File: src/rtl/hazard_ctrl.sv
// Pipeline hazard controller: load-use interlock, divide and memory waits, and
// taken-branch wrong-path kill, with a saturating stall-cycle counter.
module hazard_ctrl #(
    parameter int CNT_W = 16
) (
    input  logic             clk,
    input  logic             rst,
    input  logic [4:0]       rj_no_id,
    input  logic [4:0]       rk_no_id,
    input  logic [4:0]       rd_no_id,
    input  logic             rj_use_id,
    input  logic             rk_use_id,
    input  logic             rd_use_id,
    input  logic [4:0]       rd_no_ex,
    input  logic             regWriteEn_ex,
    input  logic             memRead_ex,
    input  logic             div_start_ex,
    input  logic             div_done,
    input  logic             dreq_mem,
    input  logic             data_ok_mem,
    input  logic             branch_taken_ex,
    output logic             stall_if,
    output logic             stall_id,
    output logic             stall_ex,
    output logic             stall_mem,
    output logic             bubble_ex,
    output logic             bubble_mem,
    output logic             bubble_wb,
    output logic             flush_id,
    output logic [1:0]       state_o,
    output logic [CNT_W-1:0] stall_cnt
);

    typedef enum logic [1:0] {
        RUN      = 2'd0,
        LU_WAIT  = 2'd1,
        DIV_WAIT = 2'd2,
        MEM_WAIT = 2'd3
    } state_t;

    state_t state, state_nx;
    logic   div_pend, div_pend_nx;
    logic   done_lat, done_lat_nx;
    logic   lu_pend, lu_pend_nx;
    logic   luh, mw, src_match;

    assign src_match = (rj_use_id && (rj_no_id == rd_no_ex)) ||
                       (rk_use_id && (rk_no_id == rd_no_ex)) ||
                       (rd_use_id && (rd_no_id == rd_no_ex));
    assign luh = memRead_ex && regWriteEn_ex && (rd_no_ex != 5'd0) && src_match;
    assign mw  = dreq_mem && !data_ok_mem;

    always_ff @(posedge clk) begin
        if (rst) begin
            state    <= RUN;
            div_pend <= 1'b0;
            done_lat <= 1'b0;
            lu_pend  <= 1'b0;
        end else begin
            state    <= state_nx;
            div_pend <= div_pend_nx;
            done_lat <= done_lat_nx;
            lu_pend  <= lu_pend_nx;
        end
    end

    always_comb begin
        state_nx    = state;
        div_pend_nx = div_pend;
        done_lat_nx = done_lat;
        lu_pend_nx  = lu_pend;
        stall_if    = 1'b0;
        stall_id    = 1'b0;
        stall_ex    = 1'b0;
        stall_mem   = 1'b0;
        bubble_ex   = 1'b0;
        bubble_mem  = 1'b0;
        bubble_wb   = 1'b0;
        flush_id    = 1'b0;
        // Outputs stay quiet during reset; the next state is overridden by the register.
        if (!rst) begin
            if (mw) begin
                stall_if  = 1'b1;
                stall_id  = 1'b1;
                stall_ex  = 1'b1;
                stall_mem = 1'b1;
                bubble_wb = 1'b1;
            end
            case (state)
                RUN: begin
                    if (mw) begin
                        state_nx    = MEM_WAIT;
                        div_pend_nx = div_start_ex;
                        done_lat_nx = 1'b0;
                        lu_pend_nx  = 1'b0;
                    end else if (div_start_ex) begin
                        stall_if   = 1'b1;
                        stall_id   = 1'b1;
                        stall_ex   = 1'b1;
                        bubble_mem = 1'b1;
                        state_nx   = DIV_WAIT;
                    end else if (branch_taken_ex) begin
                        flush_id  = 1'b1;
                        bubble_ex = 1'b1;
                    end else if (luh) begin
                        stall_if  = 1'b1;
                        stall_id  = 1'b1;
                        bubble_ex = 1'b1;
                        state_nx  = LU_WAIT;
                    end
                end
                LU_WAIT: begin
                    if (mw) begin
                        state_nx    = MEM_WAIT;
                        lu_pend_nx  = 1'b1;
                        div_pend_nx = 1'b0;
                        done_lat_nx = 1'b0;
                    end else begin
                        stall_if  = 1'b1;
                        stall_id  = 1'b1;
                        bubble_ex = 1'b1;
                        state_nx  = RUN;
                    end
                end
                DIV_WAIT: begin
                    if (mw) begin
                        state_nx    = MEM_WAIT;
                        div_pend_nx = 1'b1;
                        done_lat_nx = div_done;
                        lu_pend_nx  = 1'b0;
                    end else if (div_done) begin
                        flush_id  = branch_taken_ex;
                        bubble_ex = branch_taken_ex;
                        state_nx  = RUN;
                    end else begin
                        stall_if   = 1'b1;
                        stall_id   = 1'b1;
                        stall_ex   = 1'b1;
                        bubble_mem = 1'b1;
                    end
                end
                MEM_WAIT: begin
                    if (mw) begin
                        if (div_done) done_lat_nx = 1'b1;
                    end else begin
                        // EX advances this cycle, so a held taken branch may kill now.
                        flush_id  = branch_taken_ex;
                        bubble_ex = branch_taken_ex;
                        if (lu_pend)
                            state_nx = LU_WAIT;
                        else if (div_pend && !done_lat && !div_done)
                            state_nx = DIV_WAIT;
                        else
                            state_nx = RUN;
                        div_pend_nx = 1'b0;
                        done_lat_nx = 1'b0;
                        lu_pend_nx  = 1'b0;
                    end
                end
                default: state_nx = RUN;
            endcase
        end
    end

    always_ff @(posedge clk) begin
        if (rst)
            stall_cnt <= '0;
        else if (stall_if && (stall_cnt != {CNT_W{1'b1}}))
            stall_cnt <= stall_cnt + CNT_W'(1);
    end

    assign state_o = state;

endmodule

File: config.mk
export PLATFORM = sky130hd
export DESIGN_NAME = hazard_ctrl
export DESIGN_NICKNAME = d
export VERILOG_FILES = /design/src/rtl/hazard_ctrl.sv
export SDC_FILE = /design/constraint.sdc
export NUM_CORES = 1
export LEC_CHECK = 0
export BUFFER_PORTS_ARGS = -buffer_cell sky130_fd_sc_hd__buf_2
export CAP_MARGIN = 30
export CORE_MARGIN = 2
export CORE_UTILIZATION = 50
export DETAILED_ROUTE_END_ITERATION = 16
export GPL_TIMING_DRIVEN = 0
export PLACE_DENSITY = 0.89
export SYNTH_ARGS = -nofsm -noshare
export SYNTH_HDL_FRONTEND = slang
export SYNTH_SLANG_ARGS = --single-unit
File: constraint.sdc
create_clock -name clk -period 6.8 [get_ports clk]
set_input_delay 0.68 -clock clk [delete_from_list [all_inputs] [get_ports clk]]
set_output_delay 0.68 -clock clk [all_outputs]
set_load 0.02 [all_outputs]
==> flow_metrics.tcl <==
set metrics [dict create \
    run_status "finished clean" \
    clock-root-buffer "sky130_fd_sc_hd__clkbuf_4" \
    critPathMaxFanout 10 \
    final_net_count 296 \
    netlist.top_cell.by_area "sky130_fd_sc_hd__dfxtp_1" \
    hold_viol_final 0 \
    wl_mm 3.98 \
    pin_count 58 \
    power_density_mw_per_mm2 187 \
    post-place-cells 297 \
    place.port_buffers 57 \
    viasPerCell 5.44 \
    antenna-diode-count 0 \
    clk_latency_ns 0.33 \
    path_class "input port to primary output" \
    drt-pass1-iter-count 4 \
    worst_setup_hold_path_clk_slew_ns 0.13 \
    clockBufferDepth 2 \
    final_setup_violations 0 \
    unrepaired_setup_endpoints_after_global_routing "no" \
    netlist-cell-type-count 55 \
    timing.critical_path.slowest_stage_cell "sky130_fd_sc_hd__or3_1" \
    dp.final_hpwl_mm 3.15 \
    worstMarginPinSlew_ns 0.497 \
    overflow 0 \
    dr_total_vias 1637 \
    cell_types_occupying_the_most_area_after_synthesis "sky130_fd_sc_hd__dfxtp_1 (26%), sky130_fd_sc_hd__xor2_1 (6.5%), sky130_fd_sc_hd__a21oi_1 (4.9%)" \
    critical_path.max_stage_delay_ns 0.37 \
    postSynthCellCount 196 \
    grt_antenna_before_repair 0 \
    synth.ff_latch_count 21 \
    coreArea_sq_mm 0.00308 \
    layout.cells.most_common "sky130_fd_sc_hd__buf_2" \
    worst_hold_path_type "flip-flop to flip-flop" \
    dr_iter_0_viols 133 \
    htree_levels 1 \
    cp.buffers_inverters 5 \
    critical_path.cell_chain "buf_2, or3_1, o311a_1, and4_4, o21ai_1, and2_4, buf_12, inv_1, buf_4, buf_2" \
    die_y_um 60.9 \
    grt_start_max_net_pins 14 \
    final.hold.worst_slack_ns 0.498 \
    first_global_vias 1466 \
    share_of_the_synthesized_area_in_the_top_cell_type 0.260 \
    detail-route-antenna-nets 0 \
    p_total_mw 0.372 \
    finalClockSkew_ns 0.00931 \
    max_cap_viol_count 0 \
    rows 20 \
    layout_min_cycle_time_ns 3.25 \
    synth_seq_area_share 0.260 \
    finalMaxSlewViolations 0 \
    crit_path_frequent_cell "sky130_fd_sc_hd__buf_2" \
    finalWeightedCongestion 0.950 \
    critical_path.startpoint_type "input port" \
    critical_path_required_ns 6.12 \
    initial_core_util 0.526 \
    route.detailed.drc 0 \
    netlist_area_sq_mm 0.00162 \
    fp.dieW_um 60.9 \
    post-route-period-util 0.478 \
    gr-usage-all-layers 0.231 \
    nets_in_the_synthesized_netlist 234 \
    grt_pass1_wl_mm 6.49 \
    vdd_drop_max_mv 0.166 \
    cts_tree "done" \
    cts_setup_buffers 0 \
    fin_cells 301 \
    timing.critical_path.arrival_ns 2.57 \
    setup_tns_ns 0 \
    timing.critical_path.to_type "primary output" \
    cts_repair_resizes 0 \
    cts_sinks 21 \
    max_clock_freq_ghz 0.307 \
    syn-mean-instance-area_sq_um 8.26 \
    power.static_leakage_nw 0.940 \
    area_of_the_die_sq_mm 0.00371 \
    areaGrowthSynthToFinish_pct 22.9 \
    avgRoutedWirePerCell_um 13.2 \
    cts-hold-fix-buffers 0 \
    number_of_buffers_created_by_cts 3 \
    drive_above_1_share 0.307 \
    yosys_warnings 0 \
    worst_slew_margin_rel 0.665 \
    mostFrequentLayoutCells "sky130_fd_sc_hd__buf_2 (58), sky130_fd_sc_hd__dfxtp_1 (21), sky130_fd_sc_hd__a21oi_1 (16)" \
    critPathTopFamily "simple AND/OR/NAND/NOR gates" \
]
## cell families (layout without fill, tap and decap cells)
family                     Yosys count  after routing  share of synthesized area
xor gates and xnor gates            15             15                     0.0811
AOI/OAI and AO/OA                   52             52                      0.234
buffers and inverters               20             81                     0.0688
and+or+nand+nor                     76             76                      0.266
adders and majority gates            6              6                     0.0464
muxes                                6              6                     0.0441
DFF                                 21             21                      0.260
## path summary, 6_finish.rpt
check / slack, ns / cells after the start / from / end
worst max-delay path: 3.55 / 10 / rd_no_ex[1] / stall_if
worst min register to register: 0.50 / 1 / stall_cnt[5] / stall_cnt[5]
worst max register to register: 4.23 / 9 / state_o[0] / stall_cnt[9]
worst min-delay path: 0.50 / 1 / stall_cnt[5] / stall_cnt[5]
## power by group
group	internal, mW	switching (mW)	total, mW
clock network	0.0226	0.0442	0.0667
registers	0.131	0.00948	0.141
logic	0.0703	0.0940	0.164
total	0.224	0.148	0.372
## Yosys cell counts (all sizes together)
cell / n
dfxtp: 21
a21oi: 17
nand2: 15
nor2: 15
o21ai: 12
xor2: 12
and3: 9
inv: 9
buf: 6
ha: 6
nand3: 6
nor4: 6
clkbuf: 4
nor2b: 4
o311ai: 4
or3: 4
a21o: 3
and2: 3
and4: 3
mux2: 3
mux2i: 3
nand2b: 3
nor3: 3
o21a: 3
o41ai: 3
xnor2: 3
a2111oi: 2
o31ai: 2
a211oi: 1
a22oi: 1
a31oi: 1
a32o: 1
clkinv: 1
nand4: 1
nor4b: 1
o22a: 1
o311a: 1
or2b: 1
or4: 1
or4b: 1
## final cells by class
class	count	area, sq um
clock inverter	1	7.51
sequential	21	420
multi-input combinational	155	1090
fill	274	1090
timing repair buffer	57	285
tap	44	55.1
inverter	10	37.5
buffer	10	73.8
clock buffer	3	22.5
## through the flow
| step | util | worst slack (ns) | area (sq um) |
|---|---|---|---|
| floorplan | - | 3.81 | 1620 |
| global placement | 0.637 | 3.54 | 1960 |
| detailed placement | 0.637 | 3.54 | 1960 |
| CTS | 0.646 | 3.53 | 1990 |
| global route | 0.646 | 3.43 | 1990 |
| finish | 0.646 | 3.55 | 1990 |
## per-layer routing
layer / vias to the layer above / global-route usage / wire, um
li1: 837 / - / -
met1: 749 / 0.288 / 1740
met4: 0 / 0.0652 / 57
met2: 44 / 0.404 / 1980
met3: 7 / 0.0448 / 200
met5: - / 0 / 0
## registers in the layout (all words and copies together) (netlist names)
register	cells
done_lat	1
state_o	2
stall_cnt	16
lu_pend	1
div_pend	1
(Power assumes the default switching activity.)
